--- config.mk ---
export PLATFORM = sky130hd
export DESIGN_NAME = uart_bus_bridge
export DESIGN_NICKNAME = d
export VERILOG_FILES = /design/src/rtl/uart_bus_bridge.sv
export SDC_FILE = /design/constraint.sdc
export NUM_CORES = 1
export LEC_CHECK = 0
export ABC_AREA = 1
export ABC_CLOCK_PERIOD_IN_PS = 3300
export BUFFER_PORTS_ARGS = -buffer_cell sky130_fd_sc_hd__buf_2
export CELL_PAD_IN_SITES_DETAIL_PLACEMENT = 1
export CELL_PAD_IN_SITES_GLOBAL_PLACEMENT = 1
export CORE_UTILIZATION = 35
export DETAILED_ROUTE_END_ITERATION = 8
export GPL_ROUTABILITY_DRIVEN = 0
export GPL_TIMING_DRIVEN = 1
export PLACE_DENSITY = 0.68
export SYNTH_ARGS = -nofsm -noshare
export SYNTH_HDL_FRONTEND = slang
export SYNTH_SLANG_ARGS = --single-unit
--- constraint.sdc ---
create_clock -name clk_in -period 3.3 [get_ports clk_in]
set_clock_uncertainty 0.1 [all_clocks]
set_input_delay 0.495 -clock clk_in [delete_from_list [all_inputs] [get_ports clk_in]]
set_output_delay 0.495 -clock clk_in [all_outputs]
set_load 0.01 [all_outputs]
--- src/rtl/uart_bus_bridge.sv ---
// uart_bus_bridge: host UART debug bridge that runs single-byte
// reads/writes on the system memory bus after winning hold_req/hold_ack.
// Ports:
//   clk_in, b_reset (async, active-low)
//   brx/btx      8N1 serial from/to host, idle high
//   hold_req/ack bus request to arbiter / grant (CPU stalled)
//   bus_ad/do/di address, write data, read data
//   bus_rw/cs    1=read 0=write, access strobe
//   busy         command in progress until reply stop bit is sent
module uart_bus_bridge #(
  parameter int CLK_HZ     = 24000000,
  parameter int BAUD       = 115200,
  parameter int BUS_CYCLES = 16,
  parameter int TIMEOUT    = 240000
) (
  input  logic        clk_in,
  input  logic        b_reset,
  input  logic        brx,
  output logic        btx,
  output logic        hold_req,
  input  logic        hold_ack,
  output logic [15:0] bus_ad,
  output logic [7:0]  bus_do,
  input  logic [7:0]  bus_di,
  output logic        bus_rw,
  output logic        bus_cs,
  output logic        busy
);

  localparam int DIV  = CLK_HZ / BAUD;
  localparam int HALF = DIV / 2;
  localparam int CW   = $clog2(DIV + 1);
  localparam int TW   = $clog2(TIMEOUT + 1);
  localparam int AW   = $clog2(BUS_CYCLES + 1);

  localparam logic [7:0] CH_R = 8'h52;
  localparam logic [7:0] CH_W = 8'h57;
  localparam logic [7:0] CH_K = 8'h4B;
  localparam logic [7:0] CH_Q = 8'h3F;

  typedef enum logic [2:0] {
    P_IDLE, P_AH, P_AL, P_DAT,
    P_GRANT, P_ACCESS, P_RESP, P_DRAIN
  } pst_t;

  pst_t st, st_nx;

  // ---------------- receiver ----------------
  logic          rx_s1, rx_s2, rx_s3;
  logic          rx_act;
  logic [CW-1:0] rx_cnt;
  logic [3:0]    rx_bit;
  logic [7:0]    rx_sh;
  logic          rx_vld, rx_ferr;

  // rx_bit 0 = start-bit check, 1..8 = data, 9 = stop
  always_ff @(posedge clk_in or negedge b_reset) begin
    if (!b_reset) begin
      rx_s1   <= 1'b1;
      rx_s2   <= 1'b1;
      rx_s3   <= 1'b1;
      rx_act  <= 1'b0;
      rx_cnt  <= '0;
      rx_bit  <= '0;
      rx_sh   <= '0;
      rx_vld  <= 1'b0;
      rx_ferr <= 1'b0;
    end else begin
      rx_s1   <= brx;
      rx_s2   <= rx_s1;
      rx_s3   <= rx_s2;
      rx_vld  <= 1'b0;
      rx_ferr <= 1'b0;
      if (!rx_act) begin
        if (rx_s3 && !rx_s2) begin
          rx_act <= 1'b1;
          rx_cnt <= '0;
          rx_bit <= '0;
        end
      end else if (rx_bit == 4'd0) begin
        rx_cnt <= rx_cnt + CW'(1);
        if (rx_cnt == CW'(HALF - 1)) begin
          rx_cnt <= '0;
          if (rx_s2) rx_act <= 1'b0;
          else       rx_bit <= 4'd1;
        end
      end else begin
        rx_cnt <= rx_cnt + CW'(1);
        if (rx_cnt == CW'(DIV - 1)) begin
          rx_cnt <= '0;
          if (rx_bit == 4'd9) begin
            rx_act  <= 1'b0;
            rx_vld  <= rx_s2;
            rx_ferr <= !rx_s2;
          end else begin
            rx_sh  <= {rx_s2, rx_sh[7:1]};
            rx_bit <= rx_bit + 4'd1;
          end
        end
      end
    end
  end

  // ---------------- transmitter ----------------
  logic          tx_busy;
  logic [9:0]    tx_sh;
  logic [CW-1:0] tx_cnt;
  logic [3:0]    tx_bit;
  logic          tx_load;
  logic [7:0]    tx_byte;

  // shift register refills with ones, so bit 0 is the idle-high line
  assign btx = tx_sh[0];

  always_ff @(posedge clk_in or negedge b_reset) begin
    if (!b_reset) begin
      tx_sh   <= '1;
      tx_busy <= 1'b0;
      tx_cnt  <= '0;
      tx_bit  <= '0;
    end else if (!tx_busy) begin
      if (tx_load) begin
        tx_sh   <= {1'b1, tx_byte, 1'b0};
        tx_busy <= 1'b1;
        tx_cnt  <= '0;
        tx_bit  <= '0;
      end
    end else if (tx_cnt == CW'(DIV - 1)) begin
      tx_cnt <= '0;
      tx_sh  <= {1'b1, tx_sh[9:1]};
      if (tx_bit == 4'd9) tx_busy <= 1'b0;
      else                tx_bit  <= tx_bit + 4'd1;
    end else begin
      tx_cnt <= tx_cnt + CW'(1);
    end
  end

  // ---------------- command parser ----------------
  logic          op_rd;
  logic [TW-1:0] to_cnt;
  logic [AW-1:0] acc_cnt;
  logic [7:0]    rd_data;
  logic          q_pend;
  logic          is_cmd, to_hit, acc_last, wait_byte;
  logic          bad_byte;

  assign is_cmd    = (rx_sh == CH_R) || (rx_sh == CH_W);
  assign to_hit    = to_cnt == TW'(TIMEOUT - 1);
  assign acc_last  = acc_cnt == AW'(BUS_CYCLES - 1);
  assign wait_byte = (st == P_AH) || (st == P_AL)
                  || (st == P_DAT);
  assign bad_byte  = (st == P_IDLE) && rx_vld && !is_cmd;

  always_comb begin
    st_nx   = st;
    tx_load = 1'b0;
    tx_byte = CH_Q;
    unique case (st)
      P_IDLE:
        if (rx_vld && is_cmd) st_nx = P_AH;
      P_AH:
        if (rx_ferr || to_hit) st_nx = P_IDLE;
        else if (rx_vld)       st_nx = P_AL;
      P_AL:
        if (rx_ferr || to_hit) st_nx = P_IDLE;
        else if (rx_vld)       st_nx = op_rd ? P_GRANT : P_DAT;
      P_DAT:
        if (rx_ferr || to_hit) st_nx = P_IDLE;
        else if (rx_vld)       st_nx = P_GRANT;
      P_GRANT:
        if (hold_ack) st_nx = P_ACCESS;
      P_ACCESS:
        if (acc_last) st_nx = P_RESP;
      P_RESP:
        if (!tx_busy) begin
          tx_load = 1'b1;
          tx_byte = op_rd ? rd_data : CH_K;
          st_nx   = P_DRAIN;
        end
      P_DRAIN:
        if (!tx_busy) st_nx = P_IDLE;
      default:
        st_nx = P_IDLE;
    endcase
    // a queued '?' goes out whenever the reply path is not using TX
    if (!tx_busy && st != P_RESP && q_pend) begin
      tx_load = 1'b1;
      tx_byte = CH_Q;
    end
  end

  always_ff @(posedge clk_in or negedge b_reset) begin
    if (!b_reset) begin
      st       <= P_IDLE;
      busy     <= 1'b0;
      hold_req <= 1'b0;
      bus_cs   <= 1'b0;
      bus_rw   <= 1'b1;
      bus_ad   <= '0;
      bus_do   <= '0;
      op_rd    <= 1'b1;
      to_cnt   <= '0;
      acc_cnt  <= '0;
      rd_data  <= '0;
      q_pend   <= 1'b0;
    end else begin
      st       <= st_nx;
      busy     <= st_nx != P_IDLE;
      hold_req <= (st_nx == P_GRANT) || (st_nx == P_ACCESS);
      bus_cs   <= st_nx == P_ACCESS;
      bus_rw   <= !((st_nx == P_ACCESS) && !op_rd);

      if (st == P_IDLE && rx_vld && is_cmd)
        op_rd <= rx_sh == CH_R;
      if (st == P_AH && rx_vld)  bus_ad[15:8] <= rx_sh;
      if (st == P_AL && rx_vld)  bus_ad[7:0]  <= rx_sh;
      if (st == P_DAT && rx_vld) bus_do       <= rx_sh;

      if (rx_vld || !wait_byte) to_cnt <= '0;
      else                      to_cnt <= to_cnt + TW'(1);

      if (st == P_ACCESS) acc_cnt <= acc_cnt + AW'(1);
      else                acc_cnt <= '0;

      if (st == P_ACCESS && acc_last) rd_data <= bus_di;

      // one '?' may wait behind the current byte; more are dropped
      if (bad_byte)
        q_pend <= 1'b1;
      else if (tx_load && st != P_RESP)
        q_pend <= 1'b0;
    end
  end

endmodule

==> results of run 1 <==
[layer usage]
layer  part of all wire, %  vias to the layer above
met3                   2.1                       13
met4                   1.3                        0
met1                    47                     2008
met2                    50                       25
li1                      -                     2037
met5                     0                        -
[cell type report]
class,count,share of cell area (%)
Sequential cell,112,47.94
Multi-Input combinational cell,407,34.56
Inverter,73,4.658
Tap cell,184,3.913
Clock buffer,9,3.828
Timing Repair Buffer,43,3.828
Clock inverter,7,1.276
[state kept, by name, indices dropped and copies added, names as in the netlist, 3 cells and up]
| name | cells |
|---|---|
| to_cnt | 18 |
| rd_data | 8 |
| bus_do | 8 |
| rx_cnt | 8 |
| tx_cnt | 8 |
| rx_bit | 4 |
| rx_sh | 8 |
| bus_ad | 16 |
| tx_sh | 9 |
| tx_bit | 4 |
| st | 3 |
| acc_cnt | 5 |
[kinds of logic (layout without fill, tap and decap cells)]
group / Yosys count / in the layout / share of synthesized area [%]
and+or+nand+nor: 279 / 279 / 23.67
DFF: 112 / 112 / 54.38
AOI/OAI and AO/OA: 102 / 102 / 10.42
buffers and inverters: 84 / 132 / 6.417
xor gates and xnor gates: 16 / 16 / 2.702
adders and majority gates: 10 / 10 / 2.413
[stage by stage]
stage               area (um2)  std cells  hold WS, ns  setup slack (ns)
floorplan                 5186        603      0.09941             1.775
global placement          5583        819       0.2472             1.423
detailed placement        5583        819       0.2475             1.295
CTS                       5883        835       0.1059             1.281
global route              5883        835       0.1019             1.093
finish                    5883        835      0.07169             1.328
[path summary, 6_finish.rpt]
| check | start | to | slack (ns) | cells after the start |
|---|---|---|---|---|
| setup / recovery | acc_cnt[0]$_DFF_PN0_ | rd_data[7]$_DFFE_PN0P_ | 1.33 | 9 |
| hold / removal | b_reset | to_cnt[15]$_DFF_PN0_ | 0.07 | 1 |
| setup reg to reg | acc_cnt[0]$_DFF_PN0_ | rd_data[7]$_DFFE_PN0P_ | 1.33 | 9 |
| hold reg to reg | rx_s1$_DFF_PN1_ | rx_s2$_DFF_PN1_ | 0.26 | 0 |
| max in group asynchronous | b_reset | bus_rw$_DFF_PN1_ | 2.13 | 2 |
| min in group clk_in | brx | rx_s1$_DFF_PN1_ | 0.12 | 1 |
[critical path, cell delays in order, from the launching register on]
cell and delay [ns]:
dfrtp_1 0.38, ha_1 0.20, nand2_1 0.06, nor2_1 0.12
ha_1 0.19, inv_1 0.05, nor2_2 0.42, inv_1 0.19
nand2_1 0.10, nand2_1 0.05
[cell usage in the layout (no fill, tap or decap), types with 14 or more instances in the layout]
cell     instances
buf_2           39
dfrtp_1         98
dfstp_2         14
inv_1           67
nand2_1        137
nand3_1         39
nor2_1          57
nor3_1          14
o21ai_0         58
o21ai_1         15
xor2_1          14
[report_power, final]
group / total, mW / switching [mW] / internal, mW / leakage, nW
clock network: 1.10 / 0.561 / 0.535 / 0.147
logic: 0.322 / 0.214 / 0.108 / 1.17
registers: 1.48 / 0.0540 / 1.43 / 1.43
total: 2.90 / 0.829 / 2.07 / 2.75
==> impl_metrics.csv, run 1 <==
group,metric,value,unit
finish,nets,668,
yosys,ys_seq_elements,112,
floorplan,rows,44,
sta,setup_tns,0,ns
sta,finalHoldViolCount,0,
yosys,yosys-top-cells-count,"nand2_1 (137), dfrtp_1 (98), inv_1 (67)",
global_route,groute.layer.met3.usage,4.121,%
finish,multi_input_area,2033,um2
sta,max_slew_violation_count,0,
route,routed_wire_length_per_instance,14.18,um
yosys,synthDominantCellAreaShare,47.29,%
finish,antenna_diode_count,0,
yosys,synthesis.area,5186,um2
critical_path,crit_path_end_kind,"register",
global_route,grt_pass1_wl,20560,um
route,avgViaCountPerCell,4.890,
finish,drive_above_1_share,14.75,%
sta,timing.fmax,0.5070,GHz
yosys,ys_top_cells_by_area,"dfrtp_1 (47%), nand2_1 (9.9%), dfstp_2 (7.1%)",
yosys,synthesis.instances,603,
yosys,synth_warnings,0,
floorplan,floorplan.die_area,15310,um2
cts,postCtsHoldBufs,0,
yosys,synth_seq_area_share,54.38,%
cts,clock_tree.root_cell,"clkbuf_16",
status,status,"complete, no violations",
cts,cts_htree_levels,3,
floorplan,placeableCoreArea,14480,um2
floorplan,die_width,123.7,um
global_route,gr-total-overflow,0,
pwr,p_per_area,492.7,nW/um2
route,initialDrtViolationCount,193,
yosys,asyncSetResetFlopFracSynth,100.0,%
route,drt_drc_violations_left,0,
sta,minimum_clock_period,1.972,ns
route,drt_wl_total,11840,um
pwr,totalPowerFinal,2.899,mW
finish,finish.utilization,40.63,%
min_path,holdCritPathClass,"primary input to async pin",
route,final_antenna_net_count,0,
finish,layout.area.seq,2820,um2
cts,ctsLongestPathBuffers,2,
cts,tritoncts,"built",
yosys,synth-main-ff-cell,"dfrtp_1",
global_route,met2_usage,29.48,%
floorplan,floorplan.io_pins,41,
sta,final-setup-viol-count,0,
pwr,p_leak,2.746,nW
finish,syn2layout_area_growth,13.44,%
pwr,vdd_drop_max,257.7,uV
global_route,pin_count_of_the_biggest_net_entering_global_routing,60,
global_route,antenna_found_initial,0,
sta,final_min_period_over_clock_period,59.77,%
cts,clock_sinks,112,
sta,max_slew.worst_pin.slew,0.7535,ns
yosys,post_syn_area_per_cell,8.601,um2
yosys,synth_fp_nets,625,
place,port_buffers,40,
global_route,grt_pass1_vias,4320,
yosys,netlist.top_cell.by_area,"dfrtp_1",
global_route,grtUsageMet1,21.74,%
critical_path,timing_worst_setup_path_type,"register to register",
cts,clk_transition_reported_paths,0.08,ns
global_route,grt.busiest_layer,"met2",
route,via_count,4083,
sta,rsz0062_at_grt,"false",
cts,cts-resized-gates,0,
critical_path,worst-endpoint-arrival,2.13,ns
critical_path,critPathRequiredTime,3.46,ns
yosys,synth_edf_count,0,
cts,tritoncts.num_buffers,9,
flow_run,max_cap_viol_count,0,
yosys,yosysMostFrequentCell,"nand2_1",
cts,clock_insertion_delay_worst_skew,0.37,ns
sta,timing.max_slew.rel_slack,49.77,%
floorplan,floorplan.die.height,123.7,um
cts,cts_setup_buffers,0,
yosys,synth.lib_cells_used.distinct,34,
place,dpl.hpwl,8756,um
global_route,grt.total_usage,17.34,%
critical_path,worstPathMaxFanout,13,
floorplan,initial_core_utilization,35.82,%
critical_path,worstSetupStartpointType,"register",
route,drt_pass1_iterations,4,
finish,fill_cells,1732,
(Power assumes the default switching activity.)
==> run 2: changes to the inputs <==
--- a/config.mk
+++ b/config.mk
@@ -6,7 +6,7 @@
 export NUM_CORES = 1
 export LEC_CHECK = 0
 export ABC_AREA = 1
-export ABC_CLOCK_PERIOD_IN_PS = 3300
+export ABC_CLOCK_PERIOD_IN_PS = 1900
 export BUFFER_PORTS_ARGS = -buffer_cell sky130_fd_sc_hd__buf_2
 export CELL_PAD_IN_SITES_DETAIL_PLACEMENT = 1
 export CELL_PAD_IN_SITES_GLOBAL_PLACEMENT = 1
==> constraint.sdc (replaced) <==
create_clock -name clk_in -period 1.9 [get_ports clk_in]
set_clock_uncertainty 0.1 [all_clocks]
set_input_delay 0.285 -clock clk_in [delete_from_list [all_inputs] [get_ports clk_in]]
set_output_delay 0.285 -clock clk_in [all_outputs]
set_load 0.01 [all_outputs]
==> run 2 against run 1 <==
Utilization increased by 1.4 points; worst hold slack lost 0.041 ns; maximum frequency rose by 11%; die area stayed put; via count up 1.9%; register-to-register slack lost 1.2 ns; combinational power up 92%; sequential share of layout area decreased by 1.5 points; non-clock buffer count up 14.
==> impl_metrics.csv, run 2 (synthesis results as in run 1) <==
group,metric,value,unit
finish,layout_common_cells,"nand2_1 (136), dfrtp_1 (97), inv_1 (67)",
global_route,grt.total_usage,17.70,%
floorplan,placeableCoreArea,14480,um2
place,port_buffers,40,
floorplan,die_width,123.7,um
sta,minimum_clock_period,1.783,ns
cts,clock_insertion_delay_worst_skew,0.36,ns
global_route,grt_pass1_wl,21100,um
critical_path,r2r_slack,0.12,ns
pwr,p_leak,2.830,nW
route,drt_drc_violations_left,0,
route,drt_wl_total,12340,um
cts,clk_transition_reported_paths,0.08,ns
status,status,"complete, no violations",
finish,finish.utilization,42.01,%
pwr,vdd_drop_max,445.9,uV
floorplan,initial_core_utilization,35.82,%
finish,reg_top3,"to_cnt (18), bus_ad (16), tx_sh (9)",
flow_run,max_cap_viol_count,0,
global_route,pin_count_of_the_biggest_net_entering_global_routing,39,
cts,cts_htree_levels,3,
critical_path,crit_path_cell_trace,"ha_2 -> nand2_2 -> nor2_4 -> nand3_2 -> o21ai_2 -> nand3b_1 -> nand2_1 -> o21ai_0",
sta,timing.max_slew.rel_slack,60.65,%
critical_path,crit_path_end_kind,"register",
critical_path,critical_path.slowest_cell,"dfrtp_1",
cts,ctsLongestPathBuffers,2,
critical_path,worstSetupStartpointType,"register",
route,drt_pass1_iterations,4,
critical_path,critPathRequiredTime,2.04,ns
route,initialDrtViolationCount,136,
floorplan,rows,44,
global_route,antenna_found_initial,0,
critical_path,reg2reg_from,"rx_cnt[0]$_DFFE_PN0P_",
min_path,holdCritPathClass,"primary input to register",
finish,post_layout_nonfiller_instances,849,
floorplan,floorplan.die_area,15310,um2
route,routed_wire_length_per_instance,14.54,um
sta,rsz0062_at_grt,"true",
finish,nets,682,
cts,clock_sinks,112,
route,final_antenna_net_count,0,
sta,final-setup-viol-count,0,
critical_path,cp_slowest_stage_delay,0.39,ns
place,place_inst,829,
sta,max_slew_violation_count,0,
pwr,p_per_area,837.0,nW/um2
finish,antenna_diode_count,0,
global_route,gr-total-overflow,0,
sta,final_min_period_over_clock_period,93.87,%
sta,finalHoldViolCount,0,
finish,largest_register,"to_cnt",
critical_path,timing_worst_setup_path_type,"register to register",
sta,timing.fmax,0.5607,GHz
floorplan,floorplan.die.height,123.7,um
cts,tritoncts,"built",
place,dpl.hpwl,9145,um
route,avgViaCountPerCell,4.900,
cts,tritoncts.num_buffers,9,
cts,clock_tree.root_cell,"clkbuf_16",
route,via_count,4160,
pwr,totalPowerFinal,5.091,mW
finish,drive_above_1_share,17.59,%
sta,max_slew.worst_pin.slew,0.5903,ns
global_route,grt_pass1_vias,4399,
sta,setup_tns,0,ns
sta,post_route_worst_hold_slack,0.03099,ns
finish,most_frequent_standard_cell_in_the_layout_excluding_fill_and_tap_cells,"nand2_1",
finish,flip_flop_count_of_the_largest_register_after_layout,18,
critical_path,worst-endpoint-arrival,1.92,ns
min_path,hp-start,"bus_di[4]",
floorplan,floorplan.io_pins,41,
finish,syn2layout_area_growth,17.27,%
critical_path,worstPathMaxFanout,8,
critical_path,setup_crit_start,"rx_cnt[0]$_DFFE_PN0P_",
-- run 2: report_power, final --
part	switching [mW]	internal (mW)	leakage (nW)	total, mW
registers	0.0945	2.48	1.43	2.57
logic	0.403	0.213	1.26	0.617
clock network	0.968	0.933	0.145	1.90
total	1.47	3.62	2.83	5.09
-- run 2: final timing paths --
| kind | to | cells past startpoint |
|---|---|---|
| max in group asynchronous | tx_sh[7]$_DFFE_PN1P_ | 3 |
| worst min register to register | rx_s2$_DFF_PN1_ | 0 |
| worst max-delay path | rx_bit[0]$_DFFE_PN0P_ | 8 |
| worst max register to register | rx_bit[0]$_DFFE_PN0P_ | 8 |
| worst min-delay path | rd_data[4]$_DFFE_PN0P_ | 3 |
| min in group asynchronous | to_cnt[16]$_DFF_PN0_ | 2 |
-- run 2: timing repair --
action,in CTS,in global routing
hold buffers,2,0
buffers inserted,0,2
setup endpoints to repair,0,19
resized for setup,0,14
hold endpoints to repair,31,0
-- run 2: final cells by class --
cell class              instances  area [um2]
flip-flops and latches        112        2821
inverters                      73       274.0
clock buffers                   9       225.2
multi-input cells             407        2087
repair buffers                 57       372.9
well taps                     184       230.2
clock inverters                 7       71.32
fillers                      1712        8397
-- run 2: metal layers --
layer / track usage, % / routed length (um)
met5: 0 / 0
met4: 5.271 / 140
met3: 3.342 / 236
met2: 30.59 / 6198
met1: 22.37 / 5766
-- run 2: worst max-delay path: cells and delay by family (launching register included) --
family | cells | cell delay (ns)
adders and majority gates | 1 | 0.21
DFF | 1 | 0.39
AOI/OAI and AO/OA | 2 | 0.22
and+or+nand+nor | 5 | 0.74
-- run 2: metrics by stage --
step | setup slack, ns | cell area [um2]
finish | 0.1165 | 6082
global route | -0.05719 | 6082
CTS | 0.08519 | 6012
detailed placement | 0.1029 | 5695
global placement | 0.1862 | 5695
floorplan | 0.3754 | 5186
==> run 3: changes to the inputs <==
--- a/config.mk
+++ b/config.mk
@@ -5,7 +5,6 @@
 export SDC_FILE = /design/constraint.sdc
 export NUM_CORES = 1
 export LEC_CHECK = 0
-export ABC_AREA = 1
 export ABC_CLOCK_PERIOD_IN_PS = 1900
 export BUFFER_PORTS_ARGS = -buffer_cell sky130_fd_sc_hd__buf_2
 export CELL_PAD_IN_SITES_DETAIL_PLACEMENT = 1
@@ -14,7 +13,8 @@
 export DETAILED_ROUTE_END_ITERATION = 8
 export GPL_ROUTABILITY_DRIVEN = 0
 export GPL_TIMING_DRIVEN = 1
-export PLACE_DENSITY = 0.68
+export MAX_ROUTING_LAYER = met4
+export PLACE_DENSITY = 0.65
 export SYNTH_ARGS = -nofsm -noshare
 export SYNTH_HDL_FRONTEND = slang
 export SYNTH_SLANG_ARGS = --single-unit
==> run 3 against run 2 <==
The flow now finishes with violations (negative setup slack); sequential cell count stayed put; worst setup slack worse by 0.17 ns; final cell count is 10% lower; critical path depth rose by 2; first-iteration DRC count down 14%; synthesized cell count down 22%.
==> impl_metrics.csv, run 3 <==
group,metric,value,unit
cts,cts_htree_levels,3,
route,drt_drc_violations_left,0,
yosys,post_syn_area_per_cell,11.04,um2
critical_path,worst-endpoint-arrival,2.09,ns
critical_path,critPathRequiredTime,2.04,ns
finish,nets,594,
global_route,grt_pass1_wl,21150,um
route,routed_wire_length_per_instance,16.69,um
finish,syn2layout_area_growth,27.43,%
sta,finalHoldViolCount,0,
finish,fill_cells,1578,
finish,antenna_diode_count,0,
critical_path,crit_path_end,"rx_bit[0]$_DFFE_PN0P_",
finish,layout_common_cells,"dfrtp_1 (97), buf_4 (60), nor2_1 (44)",
flow_run,max_cap_viol_count,0,
cts,clk_transition_reported_paths,0.08,ns
route,drt_pass1_iterations,4,
place,port_buffers,40,
floorplan,floorplan.die_area,15250,um2
global_route,gr-total-overflow,0,
critical_path,r2r_slack,-0.06,ns
critical_path,cpMostUsedCell,"buf_4",
place,dpl.hpwl,8832,um
yosys,synth_seq_area_share,54.58,%
pwr,comb_power_share,15.3,%
route,drt_wl_total,12700,um
pwr,power.switching_fraction,27.36,%
yosys,synth.lib_cells_used.distinct,65,
global_route,antenna_found_initial,0,
finish,reg_top3,"to_cnt (18), bus_ad (16), tx_sh (9)",
critical_path,timing_worst_setup_path_type,"register to register",
floorplan,placeableCoreArea,14480,um2
route,initialDrtViolationCount,117,
sta,max_slew.worst_pin.slew,0.4264,ns
yosys,yosysMostFrequentCell,"dfrtp_1",
route,avgViaCountPerCell,5.221,
cts,ctsLongestPathBuffers,2,
finish,post_layout_nonfiller_instances,761,
min_path,holdCritPathClass,"primary input to register",
yosys,ys_seq_elements,112,
cts,clock_sinks,112,
critical_path,worstPathMaxFanout,4,
route,final_antenna_net_count,0,
pwr,part_of_the_total_power_dissipated_in_sequential_elements,48.1,%
cts,clock_insertion_delay_worst_skew,0.36,ns
pwr,p_leak,3.049,nW
floorplan,die_width,123.5,um
yosys,synthesis.area,5167,um2
yosys,synth_edf_count,0,
global_route,pin_count_of_the_biggest_net_entering_global_routing,39,
pwr,net-switching-power,1.461,mW
finish,most_frequent_standard_cell_in_the_layout_excluding_fill_and_tap_cells,"dfrtp_1",
global_route,grt_pass1_vias,4299,
yosys,netlist.top_cell.by_area,"dfrtp_1",
pwr,clk_network_pwr_share,36.6,%
pwr,p_per_area,811.0,nW/um2
cts,tritoncts,"built",
sta,timing.max_slew.rel_slack,71.18,%
critical_path,worstSetupStartpointType,"register",
floorplan,floorplan.die.height,123.5,um
yosys,synth_warnings,0,
yosys,synthesis.instances,468,
critical_path,cp_slowest_stage_delay,0.42,ns
critical_path,crit_path_cell_trace,"inv_2 -> buf_4 -> buf_4 -> buf_4 -> buf_4 -> buf_4 -> buf_4 -> buf_4 -> o31ai_1 -> a21oi_1",
route,via_count,3973,
sta,post_route_worst_hold_slack,0.05451,ns
critical_path,critical_path.slowest_cell,"dfrtp_1",
finish,largest_register,"to_cnt",
cts,clock_tree.root_cell,"clkbuf_16",
sta,max_slew_violation_count,0,
finish,drive_above_1_share,37.09,%
finish,flip_flop_count_of_the_largest_register_after_layout,18,
sta,final-setup-viol-count,9,
yosys,yosys-top-cells-count,"dfrtp_1 (98), nand2_1 (44), nor2_1 (44)",
critical_path,crit_path_end_kind,"register",
sta,final_min_period_over_clock_period,103.0,%
sta,rsz0062_at_grt,"true",
cts,tritoncts.num_buffers,9,
sta,postLayoutSetupSlackWorst,-0.05774,ns
critical_path,worstRegToRegCells,10,
finish,finish.utilization,45.48,%
pwr,cell_internal_pwr,3.879,mW
yosys,asyncSetResetFlopFracSynth,100.0,%
yosys,synthDominantCellAreaShare,47.46,%
yosys,synth-main-ff-cell,"dfrtp_1",
critical_path,setup_crit_start,"rx_bit[0]$_DFFE_PN0P_",
yosys,synth_fp_nets,490,
sta,minimum_clock_period,1.958,ns
sta,timing.fmax,0.5108,GHz
floorplan,initial_core_utilization,35.69,%
global_route,grt.total_usage,18.63,%
critical_path,reg2reg_from,"rx_bit[0]$_DFFE_PN0P_",
yosys,ys_top_cells_by_area,"dfrtp_1 (47%), mux2_2 (8.7%), dfstp_2 (7.1%)",
floorplan,floorplan.io_pins,41,
place,place_inst,729,
pwr,vdd_drop_max,641.9,uV
status,status,"complete, but fails checks",
status,violations_in_the_final_reports,"negative setup slack",
floorplan,rows,44,
critical_path,r2r-end,"rx_bit[0]$_DFFE_PN0P_",
run 3: cell count changes after synthesis, sizes merged, moves of 13 or more:
cell   change
inv       -58
mux2      +40
nand2     -99
nand3     -22
nor2      -18
o21ai     -44
xnor2     +13
run 3: worst min-delay path by stage:
| stage | startpoint | endpoint | depth (start not counted) |
|---|---|---|---|
| 5_1_grt | bus_di[3] | rd_data[3]$_DFFE_PN0P_ | 2 |
| 6_report | bus_di[1] | rd_data[1]$_DFFE_PN0P_ | 2 |
| 3_3_place_gp | b_reset | to_cnt[6]$_DFF_PN0_ | 1 |
| 2_1_floorplan | b_reset | acc_cnt[0]$_DFF_PN0_ | 0 |
| 3_5_place_dp | b_reset | to_cnt[6]$_DFF_PN0_ | 1 |
| 4_1_cts | bus_di[2] | rd_data[2]$_DFFE_PN0P_ | 2 |
run 3: kinds of logic (layout without fill, tap and decap cells):
kind of cell             count (synthesis)  in the layout  share of synthesized area (%)
AO/OA/AOI/OAI                           73             73                          9.226
XOR/XNOR                                24             24                          4.068
adder cells (fa/ha/maj)                 10             10                          2.421
buffers and inverters                   29            138                          2.300
flip-flops                             112            112                          54.58
multiplexers                            41             41                          8.910
AND/OR/NAND/NOR                        179            179                          18.50
run 3: critical path, delay by kind of cell, from the launching register on:
kind            cells  cell delay, ns
compound gates      2            0.37
flops               1            0.42
buf+inv             8            0.95
run 3: cell type report:
cell class | instances | area (um2) | area share (%)
multi-input combinational | 327 | 2407 | 36.56
sequential | 112 | 2821 | 42.85
tap | 184 | 230.2 | 3.496
timing repair buffer | 107 | 768.2 | 11.67
clock buffer | 9 | 225.2 | 3.420
inverter | 15 | 56.30 | 0.8550
clock inverter | 7 | 76.32 | 1.159
run 3: metal layers:
| layer | up-vias | global-route usage [%] | share of wire [%] |
|---|---|---|---|
| met2 | 44 | 31.88 | 52 |
| met3 | 18 | 3.644 | 2.2 |
| met1 | 2048 | 21.76 | 44 |
| met5 | - | - | 0 |
| met4 | 0 | 6.551 | 2.0 |
| li1 | 1863 | - | - |
run 3: power groups by stage:
stage	clock, mW	combinational, mW	sequential [mW]
4_1_cts	2.02	0.740	2.56
2_1_floorplan	0	0.285	2.60
3_3_place_gp	0	0.555	2.60
3_5_place_dp	0	0.590	2.60
5_1_grt	2.09	0.919	2.58
6_report	1.95	0.819	2.57
run 3: through the flow:
stage,area (um2),setup slack [ns],setup TNS [ns],total power [mW]
after floorplan,5216,-0.02666,-0.1886,2.883
after global placement,6020,-0.1707,-0.3985,3.153
after detailed placement,6020,-0.2255,-1.030,3.195
after CTS,6465,-0.07857,-0.5512,5.316
after global routing,6585,-0.1158,-1.495,5.586
final,6585,-0.05774,-0.4068,5.340
run 3: timing repair:
action,CTS,global route
endpoints found under the setup margin,21,35
hold endpoints to repair,25,0
pin swaps,6,6
buffers inserted,9,7
hold buffers,2,0
resized for setup,16,16
